### src/rtl/audio_dac_serializer_if.sv
// audio_dac_serializer_if: stereo sample handshake into the DAC serializer.
// Master drives valid/left/right; slave returns ready.
interface audio_dac_serializer_if;
  logic        s_valid;
  logic        s_ready;
  logic [15:0] s_left;
  logic [15:0] s_right;

  modport master (
    output s_valid,
    output s_left,
    output s_right,
    input  s_ready
  );

  modport slave (
    input  s_valid,
    input  s_left,
    input  s_right,
    output s_ready
  );
endinterface

### src/rtl/audio_dac_serializer.sv
// audio_dac_serializer: sample FIFO + left-justified stereo serializer, USB-mode codec.
// Define AUDIO_DAC_SERIALIZER_DEBUG_TAP_EN to expose debug_daclrck/debug_dacdat.
module audio_dac_serializer #(
  parameter int FRAME_LEN  = 250,
  parameter int FIFO_DEPTH = 4
) (
  input  logic       clk,
  input  logic       reset_n,
  audio_dac_serializer_if.slave s,
  output logic       aud_daclrck,
  output logic       aud_dacdat,
  output logic       frame_tick,
  output logic [7:0] underrun_count
`ifdef AUDIO_DAC_SERIALIZER_DEBUG_TAP_EN
  ,
  output logic       debug_daclrck,
  output logic       debug_dacdat
`endif
);
  localparam int KW   = $clog2(FRAME_LEN);
  localparam int AW   = $clog2(FIFO_DEPTH);
  localparam int HALF = FRAME_LEN / 2;
  localparam logic [KW-1:0] K_LAST = KW'(FRAME_LEN - 1);
  localparam logic [KW-1:0] K_HALF = KW'(HALF);
  localparam logic [KW-1:0] K_BITS = KW'(16);

  typedef enum logic {
    ST_IDLE,
    ST_RUN
  } state_t;

  state_t        state;
  state_t        state_nx;
  logic [KW-1:0] k;
  logic [KW-1:0] k_nx;
  logic [KW-1:0] k_r;
  logic [AW:0]   wr_ptr;
  logic [AW:0]   rd_ptr;
  logic [31:0]   mem [FIFO_DEPTH];
  logic [31:0]   smp;
  logic [31:0]   smp_nx;
  logic [15:0]   smp_l;
  logic [15:0]   smp_r;
  logic [3:0]    idx_l;
  logic [3:0]    idx_r;
  logic          running;
  logic          empty;
  logic          full;
  logic          push;
  logic          frame_end;
  logic          pop;
  logic          lrck_nx;
  logic          dat_nx;

  always_ff @(posedge clk) begin
    if (!reset_n) state <= ST_IDLE;
    else          state <= state_nx;
  end

  // One idle cycle after reset raises ready before the first frame starts.
  always_comb begin
    state_nx = state;
    unique case (state)
      ST_IDLE: state_nx = ST_RUN;
      ST_RUN:  state_nx = ST_RUN;
      default: state_nx = ST_IDLE;
    endcase
  end

  assign running   = (state == ST_RUN);
  assign empty     = (wr_ptr == rd_ptr);
  assign full      = (wr_ptr[AW-1:0] == rd_ptr[AW-1:0]) &&
                     (wr_ptr[AW] != rd_ptr[AW]);
  assign s.s_ready = running && !full;
  assign push      = s.s_valid && s.s_ready;
  assign frame_end = running && (k == K_LAST);
  assign pop       = frame_end && !empty;

  always_comb begin
    k_nx = k;
    if (running) k_nx = frame_end ? '0 : k + KW'(1);
  end

  // On underrun the held sample is simply kept for another frame.
  assign smp_nx = pop ? mem[rd_ptr[AW-1:0]] : smp;
  assign smp_l  = smp_nx[31:16];
  assign smp_r  = smp_nx[15:0];
  assign k_r    = k_nx - K_HALF;
  assign idx_l  = 4'd15 - k_nx[3:0];
  assign idx_r  = 4'd15 - k_r[3:0];

  always_comb begin
    lrck_nx = (k_nx < K_HALF);
    dat_nx  = 1'b0;
    if (k_nx < K_BITS)
      dat_nx = smp_l[idx_l];
    else if (k_nx >= K_HALF && k_r < K_BITS)
      dat_nx = smp_r[idx_r];
  end

  always_ff @(posedge clk) begin
    if (!reset_n) begin
      k              <= K_LAST;
      wr_ptr         <= '0;
      rd_ptr         <= '0;
      smp            <= '0;
      underrun_count <= '0;
      aud_daclrck    <= 1'b0;
      aud_dacdat     <= 1'b0;
      frame_tick     <= 1'b0;
    end else begin
      k           <= k_nx;
      smp         <= smp_nx;
      aud_daclrck <= lrck_nx;
      aud_dacdat  <= dat_nx;
      frame_tick  <= frame_end;
      if (push) wr_ptr <= wr_ptr + (AW+1)'(1);
      if (pop)  rd_ptr <= rd_ptr + (AW+1)'(1);
      if (frame_end && empty && underrun_count != 8'hFF)
        underrun_count <= underrun_count + 8'd1;
    end
  end

  always_ff @(posedge clk) begin
    if (push) mem[wr_ptr[AW-1:0]] <= {s.s_left, s.s_right};
  end

`ifdef AUDIO_DAC_SERIALIZER_DEBUG_TAP_EN
  assign debug_daclrck = aud_daclrck;
  assign debug_dacdat  = aud_dacdat;
`endif
endmodule

### src/flat_wrapper.sv
// flat-port wrapper written by rule: the top's interface ports become plain ports
module audio_dac_serializer_flat 
#(
  parameter int FRAME_LEN  = 250,
  parameter int FIFO_DEPTH = 4
)
  (clk, reset_n, aud_daclrck, aud_dacdat, frame_tick, underrun_count, s_s_valid, s_s_left, s_s_right, s_s_ready);
  audio_dac_serializer_if s_i ();
  input  logic clk;
  input  logic reset_n;
  output logic aud_daclrck;
  output logic aud_dacdat;
  output logic frame_tick;
  output logic [7:0] underrun_count;
  input wire logic [$bits(s_i.s_valid)-1:0] s_s_valid;
  input wire logic [$bits(s_i.s_left)-1:0] s_s_left;
  input wire logic [$bits(s_i.s_right)-1:0] s_s_right;
  output wire logic [$bits(s_i.s_ready)-1:0] s_s_ready;
  assign s_i.s_valid = s_s_valid;
  assign s_i.s_left = s_s_left;
  assign s_i.s_right = s_s_right;
  assign s_s_ready = s_i.s_ready;
  audio_dac_serializer #(.FRAME_LEN(FRAME_LEN), .FIFO_DEPTH(FIFO_DEPTH)) u_core (.clk(clk), .reset_n(reset_n), .s(s_i), .aud_daclrck(aud_daclrck), .aud_dacdat(aud_dacdat), .frame_tick(frame_tick), .underrun_count(underrun_count));
endmodule
### config.mk
export PLATFORM = sky130hd
export DESIGN_NAME = audio_dac_serializer_flat
export DESIGN_NICKNAME = d
export VERILOG_FILES = /design/src/rtl/audio_dac_serializer_if.sv /design/src/rtl/audio_dac_serializer.sv /design/src/flat_wrapper.sv
export SDC_FILE = /design/constraint.sdc
export NUM_CORES = 1
export LEC_CHECK = 0
export ABC_AREA = 1
export CAP_MARGIN = 0
export CELL_PAD_IN_SITES_DETAIL_PLACEMENT = 0
export CELL_PAD_IN_SITES_GLOBAL_PLACEMENT = 1
export CORE_AREA = 2 2 139 141
export CTS_CLUSTER_SIZE = 12
export DETAILED_ROUTE_END_ITERATION = 8
export DIE_AREA = 0 0 141 143
export GPL_ROUTABILITY_DRIVEN = 0
export PLACE_DENSITY_LB_ADDON = 0.1
export SLEW_MARGIN = 30
export SYNTH_ARGS = -nofsm -noshare
export SYNTH_HDL_FRONTEND = slang
export SYNTH_SLANG_ARGS = --single-unit
### constraint.sdc
create_clock -name clk -period 3.03 [get_ports clk]
set_input_delay 0.606 -clock clk [delete_from_list [all_inputs] [get_ports clk]]
set_output_delay 0.606 -clock clk [all_outputs]
set_load 0.05 [all_outputs]
==> results.md <==
- The proportion of power drawn by combinational gates is 19.2%.
- The total routed wirelength is 17.8 mm.
- The number of nets in the final layout is 1037.
- The number of antenna repair diodes is 0.
- The maximum VDD drop is 421 uV.
- The share of the cycle needed by the critical path after routing is 89.1%.
- The final count of pins violating max slew is 0.
- For this design, the CTS-stage hold fixing added 0 buffers.
- The worst slew margin relative to its limit is 51.5%.
- The post-route netlist has 7.76% of its cells at a drive strength greater than 1.
- The first TritonRoute pass finished after 4 iterations.
- The flow ran to the end, and the final reports show no timing, DRC or antenna violations.
- In the routed layout, each cell is associated on average with a via count of ~4.8.
- At the pin with the least slew margin, the transition time is 727 ps.
- The tightest hold path in the finished design has a slack of ~470 ps.
- For this design, the slowest cell found on the critical path is clkdlybuf4s50_1.
- The I/O pin total is 47.
- Setup repair after global routing left no endpoint under its margin.
- The global-route wire length before repair is 28.3 mm.
- The clock net in this run drives a total of 188 sinks.
- The worst setup path is launched from a flop.
- The critical path goes through inv_2 -> nand2_1 -> nand2_1 -> nand2_1 -> o21ai_0 -> inv_1 -> clkdlybuf4s50_1.
- Yosys attributes the largest share of cell area to edfxtp_1, dfxtp_1, nand2_1.
- Entering global routing, the biggest net connects 68 pins.
- Summing internal, switching and leakage power gives 6.32 mW.
- The number of buffer and inverter stages on the critical path is 3.
- The worst setup path is captured at an output port.
- The via count of the first global-routing pass came to 5435.
- The die height is 143 um.
- The total of flip-flops plus latches after synthesis is 188.
- Yosys printed 0 warnings.
- Dividing the detail-routed wire length by the instance count gives 14.3 um.
- The area growth from synthesis to layout is 16.2%.
- In this run the worst hold path is classified as reg2reg.
- The final antenna-violating net count is 0.
- The deepest clock path buffer count is 2.
- The total number of vias is 5944.
- The internal power of the cells totals 4.37 mW.
- The total setup buffers inserted after CTS is 0.
- The root cell of the clock tree is clkbuf_16.
- The register clock-pin slew on the reported worst setup and hold paths is 70 ps.
- The number of CTS-inserted buffers is 17.
- The total nets after synthesis is 993.
- The total track usage is 18.3%.
- The clock network accounts for approximately a third of the total power.
- Among the stages of the critical path, the cell type that occurs most often is nand2_1.
- The count of buffers added on input and output ports is 46.
- For the worst setup path, the data required time is 2420 ps.
- Counting flops with an async set or reset pin after synthesis yields a share of 0%.
- The largest total area in the synthesized netlist belongs to edfxtp_1.
- The residual DRC count is 0.
- The die covers 20200 um2.
- The setup path with the least slack is of type reg2out.
- The flip-flop cell with the highest count after synthesis is edfxtp_1.
- The number of endpoints with negative hold slack in the final report is 0.
- The post-DP HPWL is 11.3 mm.
- The category of cells accounting for the largest share of critical-path delay is buffers and inverters.
- The number of core rows is 50.
- In this run, flip-flops and latches consume 46.1% of the power.
- The mean area per synthesized cell is 8.85 um2.
- The clock arrives with 15.5 ps of skew.
- Among all cell types in the netlist, the one instantiated most often is nand2_1.
- In this run, synthesis inferred 128 flip-flops with an integrated enable.
- The number of failing setup endpoints in the final timing report is 0.
- The die extent in x is around 140 um.
- The number of antenna violations at the first check in global routing is 0.
- Ranked by instance count, the synthesized netlist is headed by nand2_1, inv_1, edfxtp_1.
- The first routing iteration left roughly 370 violations.
- The cell area that synthesis handed to floorplanning was 8390 um2.
- The number of max-capacitance violations reported is 0.
- The post-synthesis cell count is 948.
- In this run, distinct cell masters in the synthesized netlist total 38.
- The total power density per cell area is 649 nW/um2.
- Summed over its instances, the top area cell type makes up a little under half of the synthesized netlist area.
- The total overflow reported by the global router is 0.
- The register area share after synthesis is 60.1%.
- Based on the critical path, the design can be clocked at up to approximately 370 MHz.
- The critical path's largest stage delay is 800 ps.
- The routed design could run at a clock period as short as 2700 ps.
- The starting density of the core is 45.2%.
- The net load switching power is just under 2 mW.
- The setup TNS is 0 ps.
- The switching power as a share of total power is 30.9%.
- The H-tree was split into 4 levels.
- At the worst endpoint, the arrival time is 2090 ps.
- The TritonCTS clock tree is yes.
- The core region is 18600 um2.
- The number of gates resized after CTS was 0.
- The insertion delay of the later-clocked pin in the worst-skew pair is 440 ps.
- Along the worst path, the maximum fanout reaches 5.
- After filler insertion, the fill cell instance count of the layout stands at 1762.
- The total leakage power is 4.12 nW.
cells by family (layout without fill, tap and decap cells):
logic type | after synthesis | in the layout | synth area share (%)
adders and majority gates | 10 | 10 | 1.49
DFF | 188 | 188 | 60.1
buffers and inverters | 185 | 242 | 8.72
xor gates and xnor gates | 1 | 1 | 0.104
AOI/OAI and AO/OA | 86 | 86 | 5.55
and+or+nand+nor | 478 | 478 | 24.0
path summary, 6_finish.rpt:
check,startpoint,end,slack (ps),cells past startpoint
max,u_core.wr_ptr[0],s_s_ready,330,7
min,u_core.smp[29],u_core.smp[29],470,2
max reg2reg,u_core.k[1],u_core.aud_dacdat,660,15
min reg2reg,u_core.smp[29],u_core.smp[29],470,2
tightest hold or removal path: stages, from the launching register on:
cell     delay, ps
dfxtp_1        300
nand2_1         70
a21oi_1         60
per-layer routing:
metal	vias to the layer above	part of all wire [%]	global-route usage [%]
met5	-	0	0
met3	8	3.7	3.72
met2	104	46	29.5
met1	2701	49	25.5
li1	3131	-	-
met4	0	0.73	5.05
final cells by class:
| class | count | area [um2] | share of cell area (%) |
|---|---|---|---|
| repair buffers | 65 | 628 | 6.44 |
| inverters | 145 | 544 | 5.58 |
| flip-flops and latches | 188 | 5050 | 51.8 |
| multi-input cells | 575 | 2640 | 27.1 |
| clock inverters | 14 | 165 | 1.69 |
| clock buffers | 18 | 429 | 4.40 |
| well taps | 234 | 293 | 3.00 |
per-stage QoR:
stage	worst slack (ps)	area (um2)	util [%]	cells
global placement	691	9150	49.3	1207
finish	331	9750	52.5	1239
CTS	275	9750	52.5	1239
floorplan	-44.8	8390	-	948
detailed placement	662	9150	49.3	1207
global route	199	9750	52.5	1239
flip-flops by register name (all words and copies together), names as in the netlist, named ones only:
name and flops:
u_core.running 1, u_core.k 8, u_core.mem 128, u_core.frame_tick 1, u_core.underrun_count 8, u_core.aud_dacdat 1
u_core.smp 32, u_core.aud_daclrck 1, u_core.rd_ptr 3, u_core.wr_ptr 3
layout by cell type (no fill, tap or decap), types with 6 or more instances in the layout:
master           netlist  final
a21oi_1               28     28
buf_4                  2     17
clkbuf_16              0     17
clkdlybuf4s50_1        0     46
dfxtp_1               60     59
edfxtp_1             128    128
ha_1                  10     10
inv_1                137    137
inv_2                  7      7
nand2_1              247    247
nand3_1              107    107
nor2_1               103     99
nor2_4                 2      6
o21ai_0               43     43
o21ai_1                6      6
power groups by stage:
| stage | Combinational [mW] | Sequential (mW) | Clock (mW) |
|---|---|---|---|
| after floorplan | 0.842 | 3.00 | 0 |
| after global placement | 1.23 | 2.97 | 0 |
| after detailed placement | 1.22 | 2.98 | 0 |
| after CTS | 1.23 | 2.92 | 2.24 |
| after global routing | 1.38 | 2.93 | 2.33 |
| final | 1.22 | 2.92 | 2.19 |
(Power assumes the default switching activity.)
